### src/rtl/axis_pkg.sv
// Shared AXI-Stream widths and the buffered beat record used by the slave receiver.
package axis_pkg;

  localparam int AXIS_DATA_W = 32;
  localparam int AXIS_STRB_W = 4;
  localparam int AXIS_ID_W   = 2;
  localparam int AXIS_USER_W = 2;

  typedef struct packed {
    logic [AXIS_DATA_W-1:0] tdata;
    logic [AXIS_STRB_W-1:0] tstrb;
    logic [AXIS_STRB_W-1:0] tkeep;
    logic [AXIS_ID_W-1:0]   tid;
    logic [AXIS_USER_W-1:0] tuser;
    logic                   tlast;
  } axis_beat_t;

endpackage

### src/rtl/axis_rx_fifo.sv
// First-word fall-through beat buffer with pointer/occupancy bookkeeping and synchronous flush.
module axis_rx_fifo
  import axis_pkg::*;
#(
  parameter int DEPTH = 8
) (
  input  logic                     clk_i,
  input  logic                     rst_i,
  input  logic                     push_i,
  input  logic                     pop_i,
  input  logic                     flush_i,
  input  axis_beat_t               wdata_i,
  output axis_beat_t               rdata_o,
  output logic                     full_o,
  output logic [$clog2(DEPTH):0]   count_o
);

  localparam int AW = $clog2(DEPTH);

  axis_beat_t     mem_q [DEPTH];
  logic [AW-1:0]  wr_ptr_q, wr_ptr_d;
  logic [AW-1:0]  rd_ptr_q, rd_ptr_d;
  logic [AW:0]    count_q, count_d;
  logic           do_push, do_pop;

  assign full_o  = (count_q == (AW+1)'(DEPTH));
  assign count_o = count_q;
  assign rdata_o = mem_q[rd_ptr_q];

  // A pop while full does not free a slot for a same-cycle push.
  assign do_push = push_i && !full_o && !flush_i;
  assign do_pop  = pop_i && (count_q != '0) && !flush_i;

  always_comb begin
    wr_ptr_d = wr_ptr_q;
    rd_ptr_d = rd_ptr_q;
    count_d  = count_q;
    if (flush_i) begin
      wr_ptr_d = '0;
      rd_ptr_d = '0;
      count_d  = '0;
    end else begin
      if (do_push) wr_ptr_d = wr_ptr_q + AW'(1);
      if (do_pop)  rd_ptr_d = rd_ptr_q + AW'(1);
      case ({do_push, do_pop})
        2'b10:   count_d = count_q + (AW+1)'(1);
        2'b01:   count_d = count_q - (AW+1)'(1);
        default: count_d = count_q;
      endcase
    end
  end

  always_ff @(posedge clk_i or posedge rst_i) begin
    if (rst_i) begin
      wr_ptr_q <= '0;
      rd_ptr_q <= '0;
      count_q  <= '0;
    end else begin
      wr_ptr_q <= wr_ptr_d;
      rd_ptr_q <= rd_ptr_d;
      count_q  <= count_d;
    end
  end

  always_ff @(posedge clk_i) begin
    if (do_push) mem_q[wr_ptr_q] <= wdata_i;
  end

endmodule

### src/rtl/axis_slave.sv
// AXI-Stream slave receiver: buffers beats for a backend pop port and tracks packet length,
// backend stalls and sticky protocol errors.
module axis_slave
  import axis_pkg::*;
#(
  parameter int FIFO_DEPTH    = 8,
  parameter int STALL_TIMEOUT = 5,
  parameter int LEN_W         = 16
) (
  input  logic                   axi_aclk,
  input  logic                   axi_areset,
  input  logic                   axis_tvalid,
  input  logic [AXIS_DATA_W-1:0] axis_tdata,
  input  logic [AXIS_STRB_W-1:0] axis_tstrb,
  input  logic [AXIS_STRB_W-1:0] axis_tkeep,
  input  logic                   axis_tlast,
  input  logic [AXIS_ID_W-1:0]   axis_tid,
  input  logic [AXIS_USER_W-1:0] axis_tuser,
  output logic                   axis_tready,
  output logic                   bk_valid,
  input  logic                   bk_ready,
  output logic [AXIS_DATA_W-1:0] bk_data,
  output logic [AXIS_STRB_W-1:0] bk_tstrb,
  output logic [AXIS_STRB_W-1:0] bk_tkeep,
  output logic [AXIS_ID_W-1:0]   bk_tid,
  output logic [AXIS_USER_W-1:0] bk_user,
  output logic                   bk_last,
  input  logic                   bk_flush,
  output logic                   bk_done,
  output logic [LEN_W-1:0]       bk_pkt_len,
  output logic                   bk_stall,
  output logic                   bk_err
);

  localparam int AW = $clog2(FIFO_DEPTH);

  axis_beat_t            wr_beat, head;
  logic                  full;
  logic [AW:0]           occ;
  logic                  push, pop;
  logic [LEN_W-1:0]      beat_cnt_q, beat_cnt_d, beat_inc;
  logic [LEN_W-1:0]      pkt_len_q, pkt_len_d;
  logic                  done_q, done_d;
  logic                  err_q, err_d;
  logic                  first_q, first_d;
  logic [AXIS_ID_W-1:0]  pkt_tid_q, pkt_tid_d;
  logic [7:0]            stall_cnt_q, stall_cnt_d;

  assign axis_tready = !full && !bk_flush && !axi_areset;
  assign bk_valid    = (occ != '0);
  assign push        = axis_tvalid && axis_tready;
  assign pop         = bk_valid && bk_ready && !bk_flush;

  assign wr_beat = '{tdata: axis_tdata, tstrb: axis_tstrb, tkeep: axis_tkeep,
                     tid: axis_tid, tuser: axis_tuser, tlast: axis_tlast};

  axis_rx_fifo #(.DEPTH(FIFO_DEPTH)) u_fifo (
    .clk_i   (axi_aclk),
    .rst_i   (axi_areset),
    .push_i  (push),
    .pop_i   (pop),
    .flush_i (bk_flush),
    .wdata_i (wr_beat),
    .rdata_o (head),
    .full_o  (full),
    .count_o (occ)
  );

  // Stale memory contents never leak out while the buffer is empty.
  assign bk_data  = bk_valid ? head.tdata : '0;
  assign bk_tstrb = bk_valid ? head.tstrb : '0;
  assign bk_tkeep = bk_valid ? head.tkeep : '0;
  assign bk_tid   = bk_valid ? head.tid   : '0;
  assign bk_user  = bk_valid ? head.tuser : '0;
  assign bk_last  = bk_valid ? head.tlast : 1'b0;

  assign bk_done    = done_q;
  assign bk_pkt_len = pkt_len_q;
  assign bk_err     = err_q;
  assign bk_stall   = (int'(stall_cnt_q) >= STALL_TIMEOUT);

  assign beat_inc = (beat_cnt_q == '1) ? beat_cnt_q : beat_cnt_q + LEN_W'(1);

  always_comb begin
    beat_cnt_d  = beat_cnt_q;
    pkt_len_d   = pkt_len_q;
    done_d      = pop && head.tlast;
    err_d       = err_q;
    first_d     = first_q;
    pkt_tid_d   = pkt_tid_q;
    stall_cnt_d = stall_cnt_q;
    if (bk_flush) begin
      beat_cnt_d  = '0;
      stall_cnt_d = '0;
      err_d       = 1'b0;
      first_d     = 1'b1;
    end else begin
      if (pop) begin
        if (head.tlast) begin
          pkt_len_d  = beat_inc;
          beat_cnt_d = '0;
        end else begin
          beat_cnt_d = beat_inc;
        end
      end
      if (bk_valid && !bk_ready)
        stall_cnt_d = (stall_cnt_q == 8'hFF) ? stall_cnt_q : stall_cnt_q + 8'd1;
      else
        stall_cnt_d = '0;
      if (push) begin
        if (first_q) pkt_tid_d = axis_tid;
        if ((!first_q && (axis_tid != pkt_tid_q)) || (axis_tkeep == '0)) err_d = 1'b1;
        first_d = axis_tlast;
      end
    end
  end

  always_ff @(posedge axi_aclk or posedge axi_areset) begin
    if (axi_areset) begin
      beat_cnt_q  <= '0;
      pkt_len_q   <= '0;
      done_q      <= 1'b0;
      err_q       <= 1'b0;
      first_q     <= 1'b1;
      pkt_tid_q   <= '0;
      stall_cnt_q <= '0;
    end else begin
      beat_cnt_q  <= beat_cnt_d;
      pkt_len_q   <= pkt_len_d;
      done_q      <= done_d;
      err_q       <= err_d;
      first_q     <= first_d;
      pkt_tid_q   <= pkt_tid_d;
      stall_cnt_q <= stall_cnt_d;
    end
  end

endmodule

### config.mk
export PLATFORM = sky130hd
export DESIGN_NAME = axis_slave
export DESIGN_NICKNAME = d
export VERILOG_FILES = /design/src/rtl/axis_pkg.sv /design/src/rtl/axis_rx_fifo.sv /design/src/rtl/axis_slave.sv
export SDC_FILE = /design/constraint.sdc
export NUM_CORES = 1
export LEC_CHECK = 0
export ABC_AREA = 1
export BUFFER_PORTS_ARGS = -buffer_cell sky130_fd_sc_hd__buf_4
export CORE_UTILIZATION = 45
export CTS_CLUSTER_DIAMETER = 80
export DETAILED_ROUTE_END_ITERATION = 6
export MAX_ROUTING_LAYER = met4
export PLACE_DENSITY_LB_ADDON = 0.1
export SLEW_MARGIN = 20
export SYNTH_ARGS = -nofsm -noshare
export SYNTH_HDL_FRONTEND = slang
export SYNTH_SLANG_ARGS = --single-unit
### constraint.sdc
create_clock -name axi_aclk -period 11.15 [get_ports axi_aclk]
set_input_delay 1.115 -clock axi_aclk [delete_from_list [all_inputs] [get_ports axi_aclk]]
set_output_delay 1.115 -clock axi_aclk [all_outputs]
set_load 0.05 [all_outputs]
## After elaboration in Yosys (flattened, before gate mapping)

Memory sizes are Yosys's and may differ from the RTL's.
Cells that the tools add are included.

- Mux-type cells: 26
- Bitwise logic cells: 1
- Reduce and logical (&&, ||, !) cells: 29
- $add $sub $neg: 6
- Equal/unequal tests: 7
- $lt $le $gt $ge: 1

Operators by type and width:

| kind | number |
|---|---|
| $mux W16 | 4 |
| $mux W32 | 1 |
| $mux W8 | 3 |
| $add A16 B1 Y16 const B | 1 |
| $eq A16 B16 Y1 const B | 1 |
| $logic_and A1 B1 Y1 | 12 |
| $mux W3 | 4 |
| $mux W4 | 3 |
| $reduce_bool A2 Y1 | 5 |
| $add A8 B1 Y8 const B | 1 |
| $eq A8 B8 Y1 const B | 1 |
| $ge A8 B3 Y1 const B | 1 |
| $mux W1 | 8 |
| $pmux W4 S2 | 1 |
| $add A3 B1 Y3 const B | 2 |
| $reduce_and A3 Y1 | 2 |
| $logic_not A1 Y1 | 5 |
| $add A4 B1 Y4 const B | 1 |
| $eq A4 B4 Y1 const B | 1 |
| $logic_not A4 Y1 | 1 |
| $mux W2 | 2 |
| $reduce_bool A4 Y1 | 1 |
| $sub A4 B1 Y4 const B | 1 |
| $ne A3 B3 Y1 const B | 1 |
| 7 further kinds | 7 |

- Memories kept: 1
- RAM bits: 360
- Input bits: 50
- Register bits after elaboration: 55

Memory list:

| memory | depth | bits a word | rd ports | clocked after Yosys merged registers in | wr ports | RTL line | RTL |
|---|---|---|---|---|---|---|---|
| u_fifo.mem_q | 8 | 45 | 1 | 0 | 1 | axis_rx_fifo.sv:20 | `axis_beat_t mem_q [DEPTH];` |

## Depth between registers and ports, before layout

- Depth in word-level cells: 10
- Gate-level depth with buffers: 14
- Mapped depth without buffers: 14

## Modules after synthesis

A second synthesis with hierarchy kept.

- Cells, all modules: 1569
- Area, all modules: 17377.9 um^2

Modules (own cells, without submodules):

| module | times used | seq. area each (um^2) | cells an instance | area an instance (um^2) |
|---|---|---|---|---|
| axis_rx_fifo | 1 | 11060.6 | 1151 | 14591.5 |
| axis_slave | 1 | 1127.3 | 418 | 2786.4 |

## Least setup slack after synthesis

Ideal clock, no wire load.

- Path type: input to register
- Start: input port bk_flush
- End: memory u_fifo.mem_q[0][0] (netlist bit), enable pin
- Path buffers: 0
- Data arrival time: 4.734 ns
- Stages on the path: 5
- Slack: 5.913 ns
- Setup time: 0.503 ns
- Path through: nor2_1 -> nand3_2 -> inv_2 -> nand2_1 -> nor3_1

- Cells in the longest elaborated chain, start to end: 8

RTL lines:

| what | RTL line | RTL |
|---|---|---|
| start, declared | axis_slave.sv:28 | `input logic bk_flush,` |
| $logic_not A1 Y1 (*) | axis_rx_fifo.sv:31, axis_slave.sv:49 |  |
| $logic_and A1 B1 Y1 (2 in a row) | axis_slave.sv:49 | `assign axis_tready = !full && !bk_flush && !axi_areset;` |
| $logic_and A1 B1 Y1 | axis_slave.sv:51 | `assign push = axis_tvalid && axis_tready;` |
| $logic_and A1 B1 Y1 | axis_rx_fifo.sv:31 | `assign do_push = push_i && !full_o && !flush_i;` |
| $logic_and A1 B1 Y1 (*) | axis_rx_fifo.sv:31 |  |
| $mux W1 (*) | axis_rx_fifo.sv:66 | `if (do_push) mem_q[wr_ptr_q] <= wdata_i;` |
| $mux W1 (implied by the code) (*) | axis_rx_fifo.sv:66 |  |
| end, declared | axis_rx_fifo.sv:20 |  |

Every way passes the cells marked *; elsewhere a longest branch is shown, timed or not.

## Final worst setup path

- Start: register u_fifo.rd_ptr_q[0]
- End: output port bk_tkeep[3]

- Cells in the longest elaborated chain, start to end: 2

RTL lines:

| what | RTL line | RTL |
|---|---|---|
| start, declared | axis_rx_fifo.sv:22 | `logic [AW-1:0] rd_ptr_q, rd_ptr_d;` |
| start signal, assigned | axis_rx_fifo.sv:60 | `rd_ptr_q <= rd_ptr_d;` |
| $mem_v2 Z8 W45 | n/a |  |
| $mux W4 | axis_slave.sv:72 | `assign bk_tkeep = bk_valid ? head.tkeep : '0;` |
| end, declared | axis_slave.sv:24 | `output logic [AXIS_STRB_W-1:0] bk_tkeep,` |

Every way passes these cells.

==> results_dict.tcl <==
set metrics [dict create \
    grt_max_degree 109 \
    fin_util_pct 52.7 \
    synthXorXnorAreaFrac_pct 0.521 \
    syn-cell-area_um2 16800 \
    initial_utilization_pct 45.8 \
    h-tree-depth 2 \
    hp-start "bk_pkt_len[7]" \
    min_to "bk_pkt_len[7]" \
    setup_viol 0 \
    internal-power_mw 2.88 \
    synth_compound_area_share_pct 12.2 \
    cp-start-kind "flop" \
    numPortBuffers 115 \
    synth_top_family_by_area "compound AO/OA/AOI/OAI gates" \
    wl_um 38200 \
    clk_path_buf_depth 3 \
    preCtsSetupSlack_ps 6740 \
    synth-seq-area-share_pct 72.6 \
    ys_warn_count 0 \
    synth-simple-area-share_pct 10.7 \
    reg2reg_slack_ps 7680 \
    syn-instance-count 1388 \
    period_minus_slack_ps 5110 \
    end_kind "output port" \
    ys_ff_latch 415 \
    clock_skew_ps 22.4 \
    p_clk_share_pct 28.0 \
    r2r-start "u_fifo.rd_ptr_q[0]" \
    worst_path_largest_cell_delay_ps 920 \
    slew_headroom_pct 27.9 \
    insertion_delay_ps 570 \
    synth_edf_count 360 \
    n_fill_cell 3200 \
    crit_slowest_cell "buf_4" \
    reg2reg_to "bk_pkt_len[6]" \
    yosysUniqueCellTypes 39 \
    finalNetCount 1548 \
    coreArea_um2 36700 \
    setup_ws_ps 6040 \
    grt.total_usage_pct 20.8 \
    wl_per_cell_um 19.2 \
    syn_area_per_cell_um2 12.1 \
    cts_resized 0 \
    multiInputGateArea_um2 4100 \
    timing.fmax_ghz 0.196 \
    clk_pin_slew_ps 60 \
    grt_pass1_wl_um 58700 \
    tightest_slew_ps 1080 \
    pwr-share-comb_pct 33.8 \
    synth_fa_ha_area_share_pct 0.596 \
    worstHoldPathCells 2 \
    die_h_um 195 \
    swShare_pct 38.1 \
    regArea_um2 12200 \
    ir_drop_mv 0.144 \
    synthFlopType "edfxtp_1" \
    muxShareOfSynthArea_pct 0.134 \
    placed_cells 1912 \
    clock-sinks 415 \
    vias 10700 \
    drt_iter0_markers 577 \
    syn_nets 1446 \
    drt_pass1_iterations 5 \
    seq_power_share_pct 38.3 \
    dieArea_um2 38100 \
    post-cts-setup-buffer-count 0 \
    gr-total-overflow 0 \
    crit_chain "inv_4 -> buf_4 -> o21ai_0 -> o22ai_1 -> o21ai_0 -> a31oi_1 -> buf_4" \
    io_pins 116 \
    leakage_nw 6.91 \
    drive_gt1_share_pct 14.3 \
    critical_path_class "reg -> out" \
    drv_slew 0 \
    grt_pass1_vias 10100 \
    p_sw_mw 1.77 \
    chipWidth_um 195 \
    r2r_cells 10 \
    hpwl_um 19500 \
    cp_data_arrival_time_ps 3990 \
    antenna_found_initial 1 \
    fin_cells 1990 \
    drc 0 \
    hold_viol_final 0 \
    cts-root-buf "clkbuf_16" \
    numCtsBuffers 44 \
    p_per_area_nw_per_um2 241 \
    hold_ws_ps 478 \
    viasPerCell 5.38 \
    gp_congestion 0.787 \
    rows 70 \
    fin_setup_tns_ps 0 \
    outcome "complete, no violations" \
    maxCapViolations 0 \
    holdBufCountCts 0 \
    worstHoldPathType "reg -> reg" \
    cp_data_required_time_ps 10040 \
    rsz0062_at_grt "no" \
    area_delta_synth_final_pct 15.1 \
    finalCritPeriodShare_pct 45.8 \
    ant_nets 0 \
    cts_tree "done" \
    cp_max_fo 108 \
    async_reset_ff_share_pct 13.3 \
]
[through the flow]
stage	cell area, µm²	power [mW]
finish	19300	4.65
global placement	18100	3.39
floorplan	16800	2.92
detailed placement	18100	3.40
global route	19300	4.86
CTS	19300	4.70
[cell type report]
type / count / area share [%]
multi-input combinational: 843 / 21.2
tap: 468 / 3.03
timing repair buffer: 132 / 5.13
clock inverter: 14 / 0.375
clock buffer: 63 / 6.07
inverter: 54 / 1.07
sequential: 415 / 63.1
antenna: 1 / 0.0129
[Yosys cell counts, types with 3 or more instances]
| cell | number | area share, % |
|---|---|---|
| o22ai_1 | 49 | 1.8 |
| o21ai_1 | 15 | 0.45 |
| buf_1 | 3 | 0.067 |
| nor2_1 | 293 | 6.5 |
| a31oi_1 | 45 | 1.7 |
| nand3_2 | 4 | 0.24 |
| a21oi_1 | 6 | 0.18 |
| edfxtp_1 | 360 | 64 |
| ha_1 | 8 | 0.60 |
| nor3_1 | 8 | 0.24 |
| nor2_4 | 3 | 0.20 |
| o21ai_0 | 250 | 7.4 |
| nand3_1 | 15 | 0.45 |
| inv_2 | 6 | 0.13 |
| xor2_1 | 9 | 0.47 |
| a22oi_1 | 3 | 0.13 |
| clkbuf_1 | 49 | 1.1 |
| nand2_1 | 114 | 2.5 |
| dfrtp_1 | 54 | 8.0 |
| inv_1 | 45 | 1.0 |
| buf_4 | 8 | 0.36 |
| buf_2 | 12 | 0.36 |
| buf_6 | 4 | 0.27 |
| nand2_2 | 3 | 0.11 |
| nand4_1 | 4 | 0.15 |
[state kept, by name, summed over array words and instances, names as in the netlist]
signal,cells
beat_cnt_q,16
bk_done,1
bk_err,1
bk_pkt_len,16
first_q,1
pkt_tid_q,2
stall_cnt_q,8
u_fifo.count_o,4
u_fifo.mem_q,360
u_fifo.rd_ptr_q,3
u_fifo.wr_ptr_q,3
[metal layers]
metal | part of all wire, % | track usage, %
met5 | 0 | -
met4 | 2.0 | 6.10
met3 | 5.4 | 3.80
met2 | 47 | 32.4
met1 | 46 | 27.8
[cell families (layout without fill, tap and decap cells)]
| kind of cell | Yosys count | after routing |
|---|---|---|
| xor+xnor | 10 | 10 |
| fa+ha+maj | 8 | 8 |
| buf+inv | 130 | 263 |
| compound gates | 375 | 375 |
| simple gates | 448 | 448 |
| flops | 415 | 415 |
| other cells | 0 | 1 |
| mux | 2 | 2 |
[worst max-delay path by stage]
stage	to	from	cells after the start
finish	bk_tkeep[3]	u_fifo.rd_ptr_q[0]	7
global route	bk_tkeep[3]	u_fifo.rd_ptr_q[0]	7
CTS	bk_tkeep[3]	u_fifo.rd_ptr_q[0]	7
detailed placement	bk_tkeep[3]	u_fifo.rd_ptr_q[0]	7
global placement	bk_tkeep[3]	u_fifo.rd_ptr_q[0]	7
floorplan	u_fifo.mem_q[0][0]	bk_flush	5
[critical path, delay by kind of cell (launching register included)]
kind                   cells  cell delay (ps)
AOI/OAI and AO/OA          4              840
DFF                        1              680
buffers and inverters      3             1780
[power groups by stage]
stage | clock network [mW] | registers (mW) | logic (mW)
final | 1.30 | 1.78 | 1.57
after global routing | 1.38 | 1.78 | 1.69
after CTS | 1.33 | 1.78 | 1.59
after detailed placement | 0 | 1.81 | 1.59
after global placement | 0 | 1.81 | 1.58
after floorplan | 0 | 1.80 | 1.12
[cells in the final DEF, fill, tap and decap left out, types with 7 or more instances in the layout]
cell	synthesis	layout
edfxtp_1	360	360
nor2_1	293	287
o21ai_0	250	250
buf_4	8	132
nand2_1	114	113
dfrtp_1	54	52
o22ai_1	49	49
a31oi_1	45	45
inv_1	45	44
clkbuf_16	0	44
clkbuf_1	49	19
o21ai_1	15	15
nand3_1	15	15
clkinv_1	2	11
nor2_4	3	9
xor2_1	9	9
ha_1	8	8
inv_2	6	7
Power figures use the tool's default switching activity.
